[config.mk]
export PLATFORM = sky130hd
export DESIGN_NAME = mips_debug_loader
export DESIGN_NICKNAME = d
export VERILOG_FILES = /design/src/rtl/mips_dbg_pkg.sv /design/src/rtl/mips_debug_loader_byte_packer.sv /design/src/rtl/mips_debug_loader.sv
export SDC_FILE = /design/constraint.sdc
export NUM_CORES = 1
export LEC_CHECK = 0
export CORE_ASPECT_RATIO = 0.75
export CORE_UTILIZATION = 45
export CTS_BUF_LIST = sky130_fd_sc_hd__clkbuf_16
export CTS_CLUSTER_DIAMETER = 100
export DETAILED_ROUTE_END_ITERATION = 10
export DONT_BUFFER_PORTS = 1
export GPL_ROUTABILITY_DRIVEN = 0
export HOLD_SLACK_MARGIN = 0.03
export PLACE_DENSITY_LB_ADDON = 0.05
export SLEW_MARGIN = 20
export SYNTH_ARGS = -nofsm -noshare
export SYNTH_HDL_FRONTEND = slang
export SYNTH_SLANG_ARGS = --single-unit
[constraint.sdc]
create_clock -name CLK -period 5.2 [get_ports CLK]
set_input_delay 0 -clock CLK [delete_from_list [all_inputs] [get_ports CLK]]
set_output_delay 0 -clock CLK [all_outputs]
set_load 0.01 [all_outputs]
[src/rtl/mips_dbg_pkg.sv]
// Shared types and sizing helpers for the MIPS debug program loader.
package mips_dbg_pkg;

  typedef enum logic [1:0] {
    ST_IDLE,
    ST_LOAD,
    ST_RUN,
    ST_DONE
  } ld_state_t;

  // Bytes per instruction word for the default 32-bit core.
  localparam int unsigned BYTES_PER_WORD = 4;

  function automatic int unsigned bytes_per_word(input int unsigned data_w);
    return data_w / 8;
  endfunction

  function automatic int unsigned byte_cnt_w(input int unsigned bpw);
    return (bpw > 1) ? $clog2(bpw) : 1;
  endfunction

  // Width wide enough to hold both an 8-bit header and DEPTH = 2**addr_w.
  function automatic int unsigned hdr_cmp_w(input int unsigned addr_w);
    return (addr_w + 1 > 8) ? addr_w + 1 : 8;
  endfunction

endpackage

[src/rtl/mips_debug_loader_byte_packer.sv]
// MSB-first byte-to-word packer; word_valid flags the byte that completes a word.
module byte_packer
  import mips_dbg_pkg::*;
#(
  parameter int unsigned DATA_W = 32
) (
  input  logic              CLK,
  input  logic              RESET,
  input  logic [7:0]        byte_in,
  input  logic              byte_en,
  input  logic              clear,
  output logic [DATA_W-1:0] word_out,
  output logic              word_valid
);

  localparam int unsigned BPW = bytes_per_word(DATA_W);
  localparam int unsigned CW  = byte_cnt_w(BPW);

  logic [DATA_W-1:0] shift;
  logic [CW-1:0]     cnt;
  logic              last;

  assign last       = (cnt == CW'(BPW - 1));
  assign word_out   = (shift << 8) | DATA_W'(byte_in);
  assign word_valid = byte_en && last;

  always_ff @(posedge CLK or posedge RESET) begin
    if (RESET) begin
      shift <= '0;
      cnt   <= '0;
    end else if (clear) begin
      shift <= '0;
      cnt   <= '0;
    end else if (byte_en) begin
      shift <= word_out;
      cnt   <= last ? '0 : cnt + CW'(1);
    end
  end

endmodule

[src/rtl/mips_debug_loader.sv]
// Program loader / run controller for the pipelined MIPS core.
// Optional inter-byte timeout in LOAD is enabled by defining LOADER_TIMEOUT_EN.
module mips_debug_loader
  import mips_dbg_pkg::*;
#(
  parameter int unsigned DATA_W      = 32,
  parameter int unsigned ADDR_W      = 5,
  parameter int unsigned TIMEOUT_CYC = 1000000
) (
  input  logic              CLK,
  input  logic              RESET,
  input  logic [7:0]        rx_data,
  input  logic              rx_valid,
  output logic              rx_ready,
  input  logic              run_cont,
  input  logic              step_req,
  input  logic              cpu_finished,
  output logic              cpu_en,
  output logic              cpu_rst,
  output logic              pm_we,
  output logic [ADDR_W-1:0] pm_addr,
  output logic [DATA_W-1:0] pm_wdata,
  output logic              busy,
  output logic              done,
  output logic              load_err
);

  localparam int unsigned DEPTH = 2 ** ADDR_W;
  localparam int unsigned CNT_W = ADDR_W + 1;
  localparam int unsigned HDR_W = hdr_cmp_w(ADDR_W);

  if ((DATA_W % 8) != 0 || DATA_W == 0 || TIMEOUT_CYC == 0) begin : g_param_check
    $error("mips_debug_loader: DATA_W must be a non-zero multiple of 8 and TIMEOUT_CYC >= 1");
  end

  ld_state_t state, state_n;

  logic              accept, hdr_seen, hdr_zero, hdr_big;
  logic              load_done, timeout, byte_en, pack_clear;
  logic              word_valid, step_edge;
  logic [HDR_W-1:0]  hdr_ext;
  logic [CNT_W-1:0]  word_cnt, word_total;
  logic [DATA_W-1:0] word_out;
  logic [2:0]        step_sync;

  assign rx_ready  = (state != ST_RUN);
  assign accept    = rx_valid && rx_ready;
  assign hdr_ext   = HDR_W'(rx_data);
  assign hdr_zero  = (rx_data == '0);
  assign hdr_big   = (hdr_ext > HDR_W'(DEPTH));
  assign hdr_seen  = accept && (state == ST_IDLE || state == ST_DONE);
  // Final write is still on the bus; RUN begins on the edge that retires it.
  assign load_done = (state == ST_LOAD) && pm_we && (word_cnt == word_total);
  assign byte_en   = (state == ST_LOAD) && accept && (word_cnt != word_total);
  assign step_edge = step_sync[1] && !step_sync[2];
  assign pack_clear = (state != ST_LOAD) || timeout;

`ifdef LOADER_TIMEOUT_EN
  localparam int unsigned TW = (TIMEOUT_CYC > 1) ? $clog2(TIMEOUT_CYC) : 1;
  logic [TW-1:0] to_cnt;

  assign timeout = (state == ST_LOAD) && !accept && !load_done &&
                   (to_cnt == TW'(TIMEOUT_CYC - 1));

  always_ff @(posedge CLK or posedge RESET) begin
    if (RESET)                                         to_cnt <= '0;
    else if (state != ST_LOAD || accept || timeout)    to_cnt <= '0;
    else                                               to_cnt <= to_cnt + TW'(1);
  end
`else
  assign timeout = 1'b0;
`endif

  byte_packer #(.DATA_W(DATA_W)) u_packer (
    .CLK       (CLK),
    .RESET     (RESET),
    .byte_in   (rx_data),
    .byte_en   (byte_en),
    .clear     (pack_clear),
    .word_out  (word_out),
    .word_valid(word_valid)
  );

  always_ff @(posedge CLK or posedge RESET) begin
    if (RESET) begin
      state     <= ST_IDLE;
      step_sync <= '0;
    end else begin
      state     <= state_n;
      step_sync <= {step_sync[1:0], step_req};
    end
  end

  always_comb begin
    state_n = state;
    cpu_en  = 1'b0;
    cpu_rst = 1'b0;
    busy    = 1'b0;
    done    = 1'b0;
    unique case (state)
      ST_IDLE, ST_DONE: begin
        done = (state == ST_DONE);
        if (hdr_seen) state_n = (hdr_zero || hdr_big) ? ST_IDLE : ST_LOAD;
      end
      ST_LOAD: begin
        cpu_rst = 1'b1;
        busy    = 1'b1;
        if (load_done)    state_n = ST_RUN;
        else if (timeout) state_n = ST_IDLE;
      end
      ST_RUN: begin
        busy = 1'b1;
        if (cpu_finished) state_n = ST_DONE;
        else              cpu_en  = run_cont || step_edge;
      end
      default: state_n = ST_IDLE;
    endcase
  end

  always_ff @(posedge CLK or posedge RESET) begin
    if (RESET) begin
      pm_we      <= 1'b0;
      pm_addr    <= '0;
      pm_wdata   <= '0;
      word_cnt   <= '0;
      word_total <= '0;
      load_err   <= 1'b0;
    end else begin
      pm_we <= 1'b0;
      if (hdr_seen) begin
        load_err   <= hdr_big;
        word_cnt   <= '0;
        word_total <= CNT_W'(hdr_ext);
      end else if (timeout) begin
        load_err <= 1'b1;
      end
      if (word_valid) begin
        pm_we    <= 1'b1;
        pm_addr  <= word_cnt[ADDR_W-1:0];
        pm_wdata <= word_out;
        word_cnt <= word_cnt + CNT_W'(1);
      end
    end
  end

endmodule

; After elaboration in Yosys (flattened, before gate mapping)
; Index checks and enable logic that the tools add are counted.
[word_totals]
output_inout_bits = 44
elab_cells = 62
ff_bits = 82
input_bits = 14
[op_classes]
n_eq_ne = 11
n_reduce_logical = 19
bitwise_logic = 1
order_cmp = 1
n_mux = 18
n_addsub = 2
[ops]
columns = cell, count
row1 = two-way mux 24 bit, 2
row2 = bitwise OR 32 x 8 -> 32 bit, 1
row3 = two-way mux 2 bit, 6
row4 = two-way mux 6 bit, 2
row5 = > comparator 8 x 6 -> 1 bit (second input constant), 1
row6 = logical AND 1 bit, 8
row7 = zero test 8 bit, 1
row8 = != test 2 bit (second input constant), 4
row9 = two-way mux 1 bit, 7
row10 = adder 6 x 1 -> 6 bit (second input constant), 1
row11 = equality test 2 bit (second input constant), 3
row12 = equality test 6 bit, 1
row13 = != test 6 bit, 1
row14 = case mux 2 bit (3 select lines), 1
row15 = nonzero test 2 bit, 2
row16 = OR reduction 2 bit, 2
row17 = logical OR 1 bit, 3
row18 = AND reduction 3 bit, 1
row19 = adder 2 x 1 -> 2 bit (second input constant), 1
row20 = equality test 2 x 1 -> 1 bit (second input constant), 1
row21 = zero test 2 bit, 1
row22 = != test 2 x 1 -> 1 bit (second input constant), 1
row23 = zero test 1 bit, 1

; Logic depth before layout (Yosys ltp)
[logic_depth]
depth_word = 6
mapped_depth = 7
depth_no_buf = 6

; Hierarchy
; A second synthesis with hierarchy kept.
[unflattened]
cells_unflattened = 258
area_unflattened_um2 = 3445.8
[modules_own_cells]
columns = module, area_each_um2, seq_area_each_um2, cells_each, instances
row1 = mips_debug_loader, 2287.2, 1401.3, 163, 1
row2 = byte_packer, 1158.6, 650.6, 95, 1

; Worst setup path after synthesis
; Ideal clock, no wire load.
[synth_timing]
kind = reg-to-reg
from = register state[1]
to = register pm_addr[0]
required_time_ns = 5.075
period_less_slack_ns = 1.806
t_arrival_ns = 1.681
setup_slack_ns = 3.394
path_stages_with_launch = 7
path_buffers = 1
setup_time_ns = 0.125
path_cell_list = dfrtp_1 inv_1 ha_1 nand4b_1 a21oi_4 buf_12 mux2_4
[synth_between]
elab_chain_len = 5
word_cells_on_any_way = 6
classes_between = 2 x eq/ne / 4 x reduce/logical
[synth_lines]
columns = item, line_no
row1 = start: declaration, mips_debug_loader.sv:36  ; ld_state_t state, state_n;
row2 = start signal: assignment, mips_debug_loader.sv:89  ; state <= state_n;
row3 = != test 2 bit, mips_debug_loader.sv:46  ; assign rx_ready = (state != ST_RUN);
row4 = logical AND 1 bit, mips_debug_loader.sv:47  ; assign accept = rx_valid && rx_ready;
row5 = logical AND 1 bit * (2 in a row), mips_debug_loader.sv:54  ; assign byte_en = (state == ST_LOAD) && accept && (word_cnt != word_total);
row6 = logical AND 1 bit *, mips_debug_loader_byte_packer.sv:25  ; assign word_valid = byte_en && last;
row7 = end signal: assignment, mips_debug_loader.sv:139  ; pm_addr <= word_cnt[ADDR_W-1:0];
row8 = end: declaration, mips_debug_loader.sv:21  ; output logic [ADDR_W-1:0] pm_addr,
; Mark *: on every way between the ends. The rest lies on a longest branch, timed or not.
; A chain may end at the register's enable or synchronous reset.

; Worst setup path after layout
[layout_timing]
from = register state[0]
to = register word_cnt[0]
[layout_between]
elab_chain_len = 6
word_cells_on_any_way = 12
classes_between = 3 x eq/ne / 1 x mux / 8 x reduce/logical
[layout_lines]
columns = item, line_no
row1 = != test 2 bit, mips_debug_loader.sv:46
row2 = logical AND 1 bit, mips_debug_loader.sv:47
row3 = logical AND 1 bit (2 in a row), mips_debug_loader.sv:54
row4 = logical AND 1 bit, mips_debug_loader_byte_packer.sv:25
row5 = two-way mux 6 bit or nonzero test 2 bit (tied branches), -
row6 = end signal: assignment, mips_debug_loader.sv:141  ; word_cnt <= word_cnt + CNT_W'(1);
row7 = end: declaration, mips_debug_loader.sv:42  ; logic [CNT_W-1:0] word_cnt, word_total;
; Parallel ways exist; a longest one is shown, timed or not.

==> results.ini <==
[layout]
fillers=680
fin_area_um2=4150
insertedDiodeCount=0
multi_input_area_um2=1440
syn_to_final_growth_pct=11.5
drive_gt1_share_pct=20.1
fin_nets=323
final_cells=414
regArea_um2=2050

[worst_setup_path]
arrival_ps=2500
worstPathRequired_ps=5470
start_kind=register
path_class=register to register
ff2ff_setup_slack_ps=2970
endpoint_kind=register
critPathMaxFanout=19

[drt]
wire_per_inst_um=16.9
postRouteAntennaNets=0
drt_first_pass_iters=4
drtIter0Drc=100
wl_mm=6.98
route.detailed.drc=0
via_per_inst=5.12
vias=2121

[logic_synthesis]
syn_area_um2=3720
synth_cell_types=40
syn_inst=290
seq_area_frac_synth_pct=55.1
syn_avg_cell_area_um2=12.8
ys_seq_elements=82
yosysWarningCount=0
syn-num-nets=309

[timing]
worstMarginPinSlew_ps=767
hold_viol=0
fin_worst_skew_ps=3.75
relSlewSlack_pct=48.9
setup_viol_count_final=0
drv_slew=0
finalSetupTns_ps=0
max_freq_mhz=449
fin_crit_sh_pct=42.8
rsz0062_at_grt=false
finalCriticalPeriod_ps=2230
whs_ps=52.4

[place]
portBuffers=0
dpl.hpwl_mm=4.36
placedCellCount=387
place_area_um2=3780

[die]
ios=58
die_w_um=107
fp.dieArea_um2=8640
num_rows=28
core_region_area_um2=7950
initial_core_util_pct=46.8
fp.dieH_um=80.8

[power_and_ir_drop]
clock_power_share_pct=36.7
vdd_drop_max_uv=221
p_int_mw=1.09
p_leak_nw=2.09
p_seq_share_pct=45.9
p_comb_share_pct=17.4
netSwitchingPower_mw=0.443
p_per_area_nw_per_um2=369
swShare_pct=28.9

[cts]
clock_path_buffers=2
cts_max_level=3
cts_made_buffers=9
post_cts_resize_count=0
clk_pin_slew_ps=60
clk_latency_ps=330
cts_tree=built
cts-root-buf=clkbuf_16
cts_num_sinks=82

[global_routing]
grt_pass1_wl_mm=11.5
antenna_found_initial=0
grt_overflow=0
grt_pass1_vias=2215
grt_usage_pct=18.0
grt_max_degree=46

[status]
status=finished, final reports clean

[worst_hold_path]
hold_path.class=primary input to output pin

[flow_run]
cap_viol_max_count=0

cell usage in the layout (no fill, tap or decap), types with 5 or more instances in the layout:
master and instances:
xnor2_1 8, ha_1 5, mux2_4 33, dfrtp_1 82
dlygate4sd3_1 11, inv_1 32, mux2i_1 28, nand2_1 37
mux2_2 5, clkbuf_16 9, o21ai_0 9
synth_stat cells:
cell / count / area (um^2)
a21o_1: 1 / 7.51
a21oi_1: 4 / 20.0
a21oi_4: 1 / 16.3
a221o_1: 2 / 20.0
a22o_1: 1 / 8.76
a2bb2oi_1: 1 / 8.76
a31oi_1: 1 / 6.26
a41oi_1: 1 / 8.76
and2_4: 1 / 8.76
and4_4: 1 / 11.3
and4b_1: 1 / 10.0
buf_12: 3 / 60.1
buf_4: 1 / 7.51
buf_6: 2 / 22.5
buf_8: 1 / 15.0
clkbuf_1: 4 / 15.0
clkbuf_2: 1 / 5.00
dfrtp_1: 82 / 2050
ha_1: 5 / 62.6
inv_1: 32 / 120
mux2_2: 5 / 56.3
mux2_4: 33 / 495
mux2i_1: 28 / 280
nand2_1: 37 / 139
nand2b_1: 1 / 6.26
nand3_1: 4 / 20.0
nand3b_1: 2 / 15.0
nand4_1: 1 / 6.26
nand4b_1: 1 / 8.76
nor2_1: 4 / 15.0
nor2b_1: 2 / 12.5
nor3_1: 1 / 5.00
o2111ai_1: 1 / 8.76
o211ai_1: 3 / 22.5
o21ai_0: 9 / 45.0
o31a_1: 1 / 8.76
or2_2: 1 / 6.26
or3_1: 1 / 6.26
or4_1: 1 / 7.51
xnor2_1: 8 / 70.1
power groups by stage:
stage	combinational, mW	sequential [mW]	clock, mW
after floorplan	0.205	0.707	0
after detailed placement	0.259	0.715	0
after global routing	0.297	0.707	0.607
after global placement	0.256	0.715	0
final	0.266	0.703	0.562
after CTS	0.269	0.703	0.583
metrics by stage:
stage	util [%]	power, mW	worst slack, ps
3_3_place_gp	47.5	0.971	3010
3_5_place_dp	47.5	0.974	2960
2_1_floorplan	-	0.912	3090
6_report	52.2	1.53	2970
5_1_grt	52.2	1.61	2740
4_1_cts	52.2	1.56	2950
final timing paths:
path | from | endpoint | cells past startpoint
max | state[0] | word_cnt[0] | 6
min | cpu_finished | cpu_en | 1
max reg2reg | state[0] | word_cnt[0] | 6
min reg2reg | step_sync[0] | step_sync[1] | 0
max in group asynchronous | RESET | u_packer.shift[13] | 3
min in group asynchronous | RESET | pm_wdata[21] | 2
kinds of logic after synthesis:
group                    after synthesis  synth area share [%]
adder cells (fa/ha/maj)                5                  1.68
AO/OA/AOI/OAI                         26                  4.88
buffers and inverters                 44                  6.59
AND/OR/NAND/NOR                       59                  7.46
XOR/XNOR                               8                  1.88
multiplexers                          66                  22.4
flip-flops                            82                  55.1
layout make-up:
type                            count  area share (%)
Clock inverter                      7           0.905
Timing Repair Buffer               15            3.38
Sequential cell                    82            49.5
Clock buffer                        9            5.43
Multi-Input combinational cell    164            34.7
Tap cell                          105            3.17
Inverter                           32            2.93
critical path: stages (launching register included):
cell and delay, ps:
dfrtp_1 370, inv_1 70, ha_1 370, nand3b_1 510
nand3_1 130, o21ai_0 460, mux2_2 250
flip-flops by register name (all words and copies together), names as in the netlist:
signal,flops
word_total,6
state,2
u_packer.shift,24
pm_wdata,32
pm_we,1
load_err,1
u_packer.cnt,2
step_sync,3
word_cnt,6
pm_addr,5
metal layers:
layer	part of all wire [%]	routed length [um]	track usage, %	vias up
met1	52	3640	24.5	1059
met4	1.1	79	6.58	0
met2	42	2920	26.1	51
met5	0	0	0	-
li1	-	-	-	1005
met3	4.8	337	7.06	6
repair_timing:
action,CTS,global route
buffers inserted,0,0
hold buffers,11,0
endpoints found under the hold margin,64,0
Power figures use the tool's default switching activity.
